$ cat config.mk
export PLATFORM = sky130hd
export DESIGN_NAME = trap_ctrl_flat
export DESIGN_NICKNAME = d
export VERILOG_FILES = /design/src/rtl/trap_ctrl_if.sv /design/src/rtl/trap_ctrl.sv /design/src/flat_wrapper.sv
export SDC_FILE = /design/constraint.sdc
export NUM_CORES = 1
export LEC_CHECK = 0
export ABC_AREA = 1
export BUFFER_PORTS_ARGS = -buffer_cell sky130_fd_sc_hd__buf_2
export CORE_AREA = 2 2 230 232
export CTS_CLUSTER_DIAMETER = 120
export DETAILED_ROUTE_END_ITERATION = 16
export DIE_AREA = 0 0 232 234
export SYNTH_ARGS = -nofsm -noshare
export SYNTH_HDL_FRONTEND = slang
export SYNTH_SLANG_ARGS = --single-unit
$ cat constraint.sdc
create_clock -name clk -period 2.3 [get_ports clk]
set_clock_uncertainty 0.2 [all_clocks]
set_input_delay 0.115 -clock clk [delete_from_list [all_inputs] [get_ports clk]]
set_output_delay 0.115 -clock clk [all_outputs]
set_load 0.1 [all_outputs]
$ cat src/rtl/trap_ctrl_if.sv
// trap_ctrl_if: bundle between the commit stage / CSR file and trap_ctrl.
//   master : core side, drives commit/exception/interrupt/CSR-state inputs,
//            receives take/busy, CSR write-back and redirect outputs.
//   slave  : trap_ctrl side (mirror of master).
interface trap_ctrl_if;
    // commit / event inputs
    logic        commit_valid;
    logic [63:0] commit_pc;
    logic        exc_valid;
    logic [5:0]  exc_code;
    logic [63:0] exc_tval;
    logic        is_mret;
    logic        mem_busy;
    // interrupt lines and CSR state
    logic        irq_meip;
    logic        irq_msip;
    logic        irq_mtip;
    logic [63:0] mie;
    logic        mstatus_mie;
    logic [63:0] mtvec;
    logic [63:0] mepc_in;
    // controller outputs
    logic        take;
    logic        busy;
    logic        csr_we;
    logic [63:0] csr_mepc;
    logic [63:0] csr_mcause;
    logic [63:0] csr_mtval;
    logic [1:0]  mstatus_op;
    logic        flush;
    logic        redirect_valid;
    logic [63:0] redirect_pc;

    modport master (
        output commit_valid, commit_pc, exc_valid, exc_code, exc_tval, is_mret, mem_busy,
               irq_meip, irq_msip, irq_mtip, mie, mstatus_mie, mtvec, mepc_in,
        input  take, busy, csr_we, csr_mepc, csr_mcause, csr_mtval, mstatus_op,
               flush, redirect_valid, redirect_pc
    );

    modport slave (
        input  commit_valid, commit_pc, exc_valid, exc_code, exc_tval, is_mret, mem_busy,
               irq_meip, irq_msip, irq_mtip, mie, mstatus_mie, mtvec, mepc_in,
        output take, busy, csr_we, csr_mepc, csr_mcause, csr_mtval, mstatus_op,
               flush, redirect_valid, redirect_pc
    );
endinterface

$ cat src/rtl/trap_ctrl.sv
// trap_ctrl: machine-mode trap entry / mret exit sequencer.
//   clk   : sole clock, rising edge
//   reset : synchronous, active-high
//   bus   : trap_ctrl_if.slave (commit/exception/irq inputs, CSR write-back,
//           flush and redirect outputs)
// Build option: define TRAP_CTRL_VECTORED_EN to enable vectored interrupt entry
// (mtvec mode 01 -> base + 4*cause for interrupts). Without it all traps go
// to the mtvec base.
//
// state    | meaning
// IDLE     | waiting for an event at commit; take is evaluated here only
// DRAIN    | event captured, waiting for in-flight data access to finish
// WRITE    | one cycle of CSR write-back (or mstatus restore for mret) + flush
// REDIRECT | one cycle of front-end redirect, then back to IDLE
module trap_ctrl (
    input  logic       clk,
    input  logic       reset,
    trap_ctrl_if.slave bus
);
    localparam logic [1:0] IDLE     = 2'd0;
    localparam logic [1:0] DRAIN    = 2'd1;
    localparam logic [1:0] WRITE    = 2'd2;
    localparam logic [1:0] REDIRECT = 2'd3;

    localparam logic [1:0] KIND_EXC  = 2'd0;
    localparam logic [1:0] KIND_IRQ  = 2'd1;
    localparam logic [1:0] KIND_MRET = 2'd2;

    logic [1:0]  state, state_nx;
    logic [1:0]  kind_q, kind_nx;
    logic [5:0]  cause_q, cause_nx;
    logic [63:0] tval_q, pc_q;
    logic [61:0] mepc_q;

    logic        en_mei, en_msi, en_mti, irq_any, event_any;
    logic [3:0]  irq_code;
    logic [63:0] trap_base, trap_target;

    logic        take, csr_we, flush, redirect_valid;
    logic [1:0]  mstatus_op;
    logic [63:0] csr_mepc, csr_mcause, csr_mtval, redirect_pc;

    // Bits of the CSR views this block never looks at.
    logic unused_bits;
    assign unused_bits = ^{bus.mie[63:12], bus.mie[10:8], bus.mie[6:4], bus.mie[2:0],
                           bus.mtvec[1:0], bus.mepc_in[1:0]};

    assign en_mei    = bus.mstatus_mie & bus.mie[11] & bus.irq_meip;
    assign en_msi    = bus.mstatus_mie & bus.mie[3]  & bus.irq_msip;
    assign en_mti    = bus.mstatus_mie & bus.mie[7]  & bus.irq_mtip;
    assign irq_any   = en_mei | en_msi | en_mti;
    assign event_any = bus.commit_valid & (bus.exc_valid | irq_any | bus.is_mret);

    always_comb begin
        irq_code = 4'd7;
        if (en_mei)
            irq_code = 4'd11;
        else if (en_msi)
            irq_code = 4'd3;
    end

    always_comb begin
        kind_nx  = KIND_MRET;
        cause_nx = 6'd0;
        if (bus.exc_valid) begin
            kind_nx  = KIND_EXC;
            cause_nx = bus.exc_code;
        end else if (irq_any) begin
            kind_nx  = KIND_IRQ;
            cause_nx = {2'b00, irq_code};
        end
    end

    // Combinational kill of the committing instruction; suppressed in reset.
    assign take = (state == IDLE) & ~reset & event_any;

    always_comb begin
        state_nx = state;
        case (state)
            IDLE:     if (event_any) state_nx = DRAIN;
            DRAIN:    if (!bus.mem_busy) state_nx = WRITE;
            WRITE:    state_nx = REDIRECT;
            REDIRECT: state_nx = IDLE;
            default:  state_nx = IDLE;
        endcase
    end

    always_ff @(posedge clk) begin
        if (reset) begin
            state   <= IDLE;
            kind_q  <= KIND_EXC;
            cause_q <= 6'd0;
            tval_q  <= 64'd0;
            pc_q    <= 64'd0;
            mepc_q  <= 62'd0;
        end else begin
            state <= state_nx;
            if (take) begin
                kind_q  <= kind_nx;
                cause_q <= cause_nx;
                tval_q  <= bus.exc_tval;
                pc_q    <= bus.commit_pc;
                mepc_q  <= bus.mepc_in[63:2];
            end
        end
    end

    // mtvec is read live in REDIRECT, not captured with the event.
    assign trap_base = {bus.mtvec[63:2], 2'b00};
`ifdef TRAP_CTRL_VECTORED_EN
    assign trap_target = (kind_q == KIND_IRQ && bus.mtvec[1:0] == 2'b01)
                       ? trap_base + {58'd0, cause_q[3:0], 2'b00}
                       : trap_base;
`else
    assign trap_target = trap_base;
`endif

    always_comb begin
        csr_we         = 1'b0;
        flush          = 1'b0;
        redirect_valid = 1'b0;
        mstatus_op     = 2'b00;
        csr_mepc       = 64'd0;
        csr_mcause     = 64'd0;
        csr_mtval      = 64'd0;
        redirect_pc    = 64'd0;
        case (state)
            WRITE: begin
                flush = 1'b1;
                if (kind_q == KIND_MRET) begin
                    mstatus_op = 2'b10;
                end else begin
                    csr_we     = 1'b1;
                    mstatus_op = 2'b01;
                    csr_mepc   = pc_q;
                    if (kind_q == KIND_EXC) begin
                        csr_mcause = {58'd0, cause_q};
                        csr_mtval  = tval_q;
                    end else begin
                        csr_mcause = {1'b1, 59'd0, cause_q[3:0]};
                    end
                end
            end
            REDIRECT: begin
                redirect_valid = 1'b1;
                redirect_pc    = (kind_q == KIND_MRET) ? {mepc_q, 2'b00} : trap_target;
            end
            default: ;
        endcase
    end

    assign bus.take           = take;
    assign bus.busy           = (state != IDLE);
    assign bus.csr_we         = csr_we;
    assign bus.flush          = flush;
    assign bus.redirect_valid = redirect_valid;
    assign bus.mstatus_op     = mstatus_op;
    assign bus.csr_mepc       = csr_mepc;
    assign bus.csr_mcause     = csr_mcause;
    assign bus.csr_mtval      = csr_mtval;
    assign bus.redirect_pc    = redirect_pc;
endmodule

$ cat src/flat_wrapper.sv
// flat-port wrapper written by rule: the top's interface ports become plain ports
module trap_ctrl_flat 
  (clk, reset, bus_commit_valid, bus_commit_pc, bus_exc_valid, bus_exc_code, bus_exc_tval, bus_is_mret, bus_mem_busy, bus_irq_meip, bus_irq_msip, bus_irq_mtip, bus_mie, bus_mstatus_mie, bus_mtvec, bus_mepc_in, bus_take, bus_busy, bus_csr_we, bus_csr_mepc, bus_csr_mcause, bus_csr_mtval, bus_mstatus_op, bus_flush, bus_redirect_valid, bus_redirect_pc);
  trap_ctrl_if bus_i ();
  input  logic clk;
  input  logic reset;
  input wire logic [$bits(bus_i.commit_valid)-1:0] bus_commit_valid;
  input wire logic [$bits(bus_i.commit_pc)-1:0] bus_commit_pc;
  input wire logic [$bits(bus_i.exc_valid)-1:0] bus_exc_valid;
  input wire logic [$bits(bus_i.exc_code)-1:0] bus_exc_code;
  input wire logic [$bits(bus_i.exc_tval)-1:0] bus_exc_tval;
  input wire logic [$bits(bus_i.is_mret)-1:0] bus_is_mret;
  input wire logic [$bits(bus_i.mem_busy)-1:0] bus_mem_busy;
  input wire logic [$bits(bus_i.irq_meip)-1:0] bus_irq_meip;
  input wire logic [$bits(bus_i.irq_msip)-1:0] bus_irq_msip;
  input wire logic [$bits(bus_i.irq_mtip)-1:0] bus_irq_mtip;
  input wire logic [$bits(bus_i.mie)-1:0] bus_mie;
  input wire logic [$bits(bus_i.mstatus_mie)-1:0] bus_mstatus_mie;
  input wire logic [$bits(bus_i.mtvec)-1:0] bus_mtvec;
  input wire logic [$bits(bus_i.mepc_in)-1:0] bus_mepc_in;
  output wire logic [$bits(bus_i.take)-1:0] bus_take;
  output wire logic [$bits(bus_i.busy)-1:0] bus_busy;
  output wire logic [$bits(bus_i.csr_we)-1:0] bus_csr_we;
  output wire logic [$bits(bus_i.csr_mepc)-1:0] bus_csr_mepc;
  output wire logic [$bits(bus_i.csr_mcause)-1:0] bus_csr_mcause;
  output wire logic [$bits(bus_i.csr_mtval)-1:0] bus_csr_mtval;
  output wire logic [$bits(bus_i.mstatus_op)-1:0] bus_mstatus_op;
  output wire logic [$bits(bus_i.flush)-1:0] bus_flush;
  output wire logic [$bits(bus_i.redirect_valid)-1:0] bus_redirect_valid;
  output wire logic [$bits(bus_i.redirect_pc)-1:0] bus_redirect_pc;
  assign bus_i.commit_valid = bus_commit_valid;
  assign bus_i.commit_pc = bus_commit_pc;
  assign bus_i.exc_valid = bus_exc_valid;
  assign bus_i.exc_code = bus_exc_code;
  assign bus_i.exc_tval = bus_exc_tval;
  assign bus_i.is_mret = bus_is_mret;
  assign bus_i.mem_busy = bus_mem_busy;
  assign bus_i.irq_meip = bus_irq_meip;
  assign bus_i.irq_msip = bus_irq_msip;
  assign bus_i.irq_mtip = bus_irq_mtip;
  assign bus_i.mie = bus_mie;
  assign bus_i.mstatus_mie = bus_mstatus_mie;
  assign bus_i.mtvec = bus_mtvec;
  assign bus_i.mepc_in = bus_mepc_in;
  assign bus_take = bus_i.take;
  assign bus_busy = bus_i.busy;
  assign bus_csr_we = bus_i.csr_we;
  assign bus_csr_mepc = bus_i.csr_mepc;
  assign bus_csr_mcause = bus_i.csr_mcause;
  assign bus_csr_mtval = bus_i.csr_mtval;
  assign bus_mstatus_op = bus_i.mstatus_op;
  assign bus_flush = bus_i.flush;
  assign bus_redirect_valid = bus_i.redirect_valid;
  assign bus_redirect_pc = bus_i.redirect_pc;
  trap_ctrl u_core (.clk(clk), .reset(reset), .bus(bus_i));
endmodule
* Word-level counts from Yosys, hierarchy flattened
Cells that the tools add are included.
Storage, ports and cells: latch bits 0, input port bits 336, memories kept 0, RAM bits 0, output and inout port bits 263, bits in read-only memories 0, flip-flop bits (word level) 200
Operators by class: order comparisons 0, divide/modulo/power cells 0, eq/ne operators 6, bitwise gates (word level) 14, $add $sub $neg 0, $mul 0, reduce and logical (&&, ||, !) cells 4, shift-type cells 0, muxes and demuxes 25
Operator list (count):
- 64-bit two-way mux | 10
- 2-bit two-way mux | 6
- 1-bit bitwise AND | 9
- 4-bit two-way mux | 2
- 2-bit one-hot mux with 4 select lines | 1
- 2-bit == test (second input constant) | 3
- 6-bit two-way mux | 1
- 2-bit logical NOT | 2
- 1-bit two-way mux | 4
- 1-bit OR | 4
- 3-bit two-way mux | 1
- 2-bit by 1-bit == test with 1-bit output (second input constant) | 1
- 2-bit by 1-bit inequality test with 1-bit output (second input constant) | 1
- 2-bit inequality test (second input constant) | 1
- 2-bit AND reduction | 1
- 2-bit nonzero test | 1
- 1-bit NOT | 1

* Longest topological paths before layout
word-level depth 9, depth in mapped cells 10

* Least setup slack after synthesis
Ideal clock, no wire load.
path kind reg2out, from reg u_core.state[0], to out bus_csr_mcause[0], path slack -2635 ps, required time 1985 ps, path buffers 2, arrival time 4620 ps, stages on the path, launching flop included 9, cell sequence dfxtp_1 inv_1 ha_1 inv_1 nor2_1 inv_2 buf_2 buf_2 nor2_1
Between the ends: longest elaborated chain between the ends 2
RTL lines:
- start: declaration | line trap_ctrl.sv:29 | logic [1:0] state, state_nx;
- start signal: assignment | line trap_ctrl.sv:97 | state <= state_nx;
- 2-bit == test | line trap_ctrl.sv:127 | case (state)
- 64-bit two-way mux | line trap_ctrl.sv:127
- end: declaration | line flat_wrapper.sv:25 | output wire logic [$bits(bus_i.csr_mcause)-1:0] bus_csr_mcause;
Every way passes these cells.

* Worst setup path in the final report
from reg u_core.state[0], to out bus_redirect_pc[32]
Between the ends: longest elaborated chain between the ends 2
RTL lines:
- 2-bit == test | line trap_ctrl.sv:127
- 64-bit two-way mux | line trap_ctrl.sv:127
- end: declaration | line flat_wrapper.sv:30 | output wire logic [$bits(bus_i.redirect_pc)-1:0] bus_redirect_pc;
Every way passes these cells.

==> impl_metrics.tcl <==
set metrics [dict create \
    first_global_vias 11438 \
    wl_met2_um 21400 \
    gp_congestion 0.805 \
    antenna_left 0 \
    crit_arrival_ps 2010 \
    status "finished, violations left" \
    htreeDepth 4 \
    wl_met1_um 17100 \
    die_x_um 232 \
    clkLatencyLatePin_ps 490 \
    power_mw 20.5 \
    yosys_warnings 0 \
    crit_required_ps 1990 \
    area_growth_pct 109 \
    period_minus_slack_ps 2330 \
    endpoint_kind "output pin" \
    start_util_pct 19.6 \
    remaining_drc_errors 0 \
    critPathMaxFanout 7 \
    fin_ws_ps -26.4 \
    tightest_slew_ps 795 \
    cts_tree "done" \
    synth_cell_types 22 \
    ir_drop_mv 0.564 \
    clock_path_buffers 2 \
    fin_crit_sh_pct 101 \
    syn_area_per_cell_um2 6.14 \
    rrSetupSlack_ps 300 \
    io_buffers 474 \
    path_clk_slew_ps 70 \
    max_slew_margin_pct 47.0 \
    postRouteWirelength_um 42400 \
    crit_path_start_kind "register" \
    topRoutingLayerUsed "met4" \
    cts_root_buffer "clkbuf_16" \
    final_common_cell "nand2_1" \
    finalSetupTns_ps -26.4 \
    nets 2697 \
    final_cell_mix "nand2_1, nor2_1, buf_2" \
    die_area_um2 54300 \
    setup_viol 1 \
    detail_route.wl_per_cell_um 13.9 \
    antenna_found_initial 1 \
    core_area_um2 52000 \
    grt_max_degree 116 \
    clock_sink_count 200 \
    synth-seq-area-share_pct 39.3 \
    dpl.hpwl_um 28100 \
    drt_iter0_markers 437 \
    regArea_um2 4010 \
    core.rowCount 84 \
    overflow 0 \
    leakage_nw 9.78 \
    fin_util_pct 40.8 \
    hold_viol_final 0 \
    path_class "register to output pin" \
    multi_input_area_um2 6540 \
    rsz0062_at_grt "true" \
    ys_seq_elements 200 \
    p_per_area_nw_per_um2 966 \
    fmax_ghz 0.430 \
    n_fill_cell 5008 \
    synth_cells 1657 \
    grt_pass1_wl_um 62600 \
    hold_class "input pin to register" \
    first_pass_iters 4 \
    pin_count 599 \
    num_vias 12068 \
    met3_length_um 2610 \
    die_h_um 234 \
    drive_gt1_share_pct 36.0 \
    grt.total_usage_pct 15.0 \
    via_per_inst 3.95 \
    violations "setup timing" \
    synth_area_um2 10200 \
    slew_viol_final 0 \
    cts_buffers 17 \
    drv_cap 0 \
]
repair_timing:
| action | CTS | global route |
|---|---|---|
| cloned | 9 | 7 |
| endpoints found under the hold margin | 200 | 0 |
| setup endpoints to repair | 201 | 125 |
| setup buffers | 23 | 17 |
| hold buffers | 208 | 0 |
| resized for setup | 175 | 57 |
| pin swaps | 9 | 6 |
stage by stage:
stage | instance area, um^2 | setup slack [ps] | hold WS [ps] | std cells
CTS | 20800 | -116 | 46.4 | 3035
global placement | 17200 | 145 | 137 | 2763
global route | 21200 | -96.5 | 152 | 3058
finish | 21200 | -26.4 | 143 | 3058
floorplan | 12000 | -1140 | -15.9 | 1715
detailed placement | 17200 | 106 | 140 | 2763
state kept, by name, indices dropped and copies added (netlist names):
register	count
u_core.state	2
u_core.kind_q	2
u_core.tval_q	64
u_core.pc_q	64
u_core.mepc_q	62
u_core.cause_q	6
critical path, stage by stage (launching register included):
cell and delay [ps]:
dfxtp_4 370, buf_4 120, ha_4 280, buf_12 160, clkbuf_16 160, o21ai_2 70
a21oi_4 170, buf_12 200
worst paths after layout:
path / startpoint / to / cells past startpoint
worst max-delay path: u_core.state[0]$_SDFFE_PP0P_ / bus_redirect_pc[32] / 7
worst min-delay path: bus_mie[7] / u_core.kind_q[1]$_SDFFE_PP0P_ / 6
worst max register to register: u_core.state[1]$_SDFFE_PP0P_ / u_core.cause_q[3]$_SDFFE_PP0P_ / 6
worst min register to register: u_core.cause_q[1]$_SDFFE_PP0P_ / u_core.cause_q[1]$_SDFFE_PP0P_ / 2
final cells by class:
class                           count  share of cell area, %
Sequential cell                   200                   18.9
Multi-Input combinational cell   1143                   30.8
Timing Repair Buffer              785                   39.4
Clock buffer                       23                   2.35
Timing Repair inverter              2                  0.118
Inverter                          207                   3.80
Clock inverter                      9                  0.525
Tap cell                          688                   4.06
Antenna cell                        1                 0.0118
where the power goes:
group          internal (mW)  switching [mW]  leakage, nW
combinational           4.25            8.46         7.83
sequential              4.32           0.220         1.65
clock                   1.75            1.51        0.296
cell families after synthesis:
family,share of synthesized area (%)
adder cells (fa/ha/maj),0.615
AND/OR/NAND/NOR,35.9
AO/OA/AOI/OAI,6.71
flip-flops,39.3
other,0.0368
buffers and inverters,17.4
layer usage:
layer | vias up | GRT usage, %
met5 | - | 0
met4 | 0 | 5.97
met3 | 71 | 4.56
met2 | 386 | 26.2
met1 | 5388 | 17.1
li1 | 6223 | -
cell usage after synthesis:
master / count / area (um^2)
buf_8: 1 / 15.0
nor2_1: 458 / 1720
o31ai_1: 1 / 7.51
inv_1: 204 / 766
nand3_2: 2 / 20.0
buf_4: 60 / 450
nor2_2: 1 / 6.26
ha_1: 5 / 62.6
nand3_1: 8 / 40.0
dfxtp_1: 200 / 4000
o21ai_0: 67 / 335
nand2_1: 404 / 1520
buf_2: 41 / 205
buf_6: 11 / 124
conb_1: 1 / 3.75
clkbuf_1: 40 / 150
inv_2: 3 / 11.3
nor3_1: 65 / 325
a21oi_1: 68 / 340
buf_1: 12 / 45.0
nand4_1: 4 / 25.0
or2_2: 1 / 6.26
Note: power is estimated with default switching activity, not from simulation.
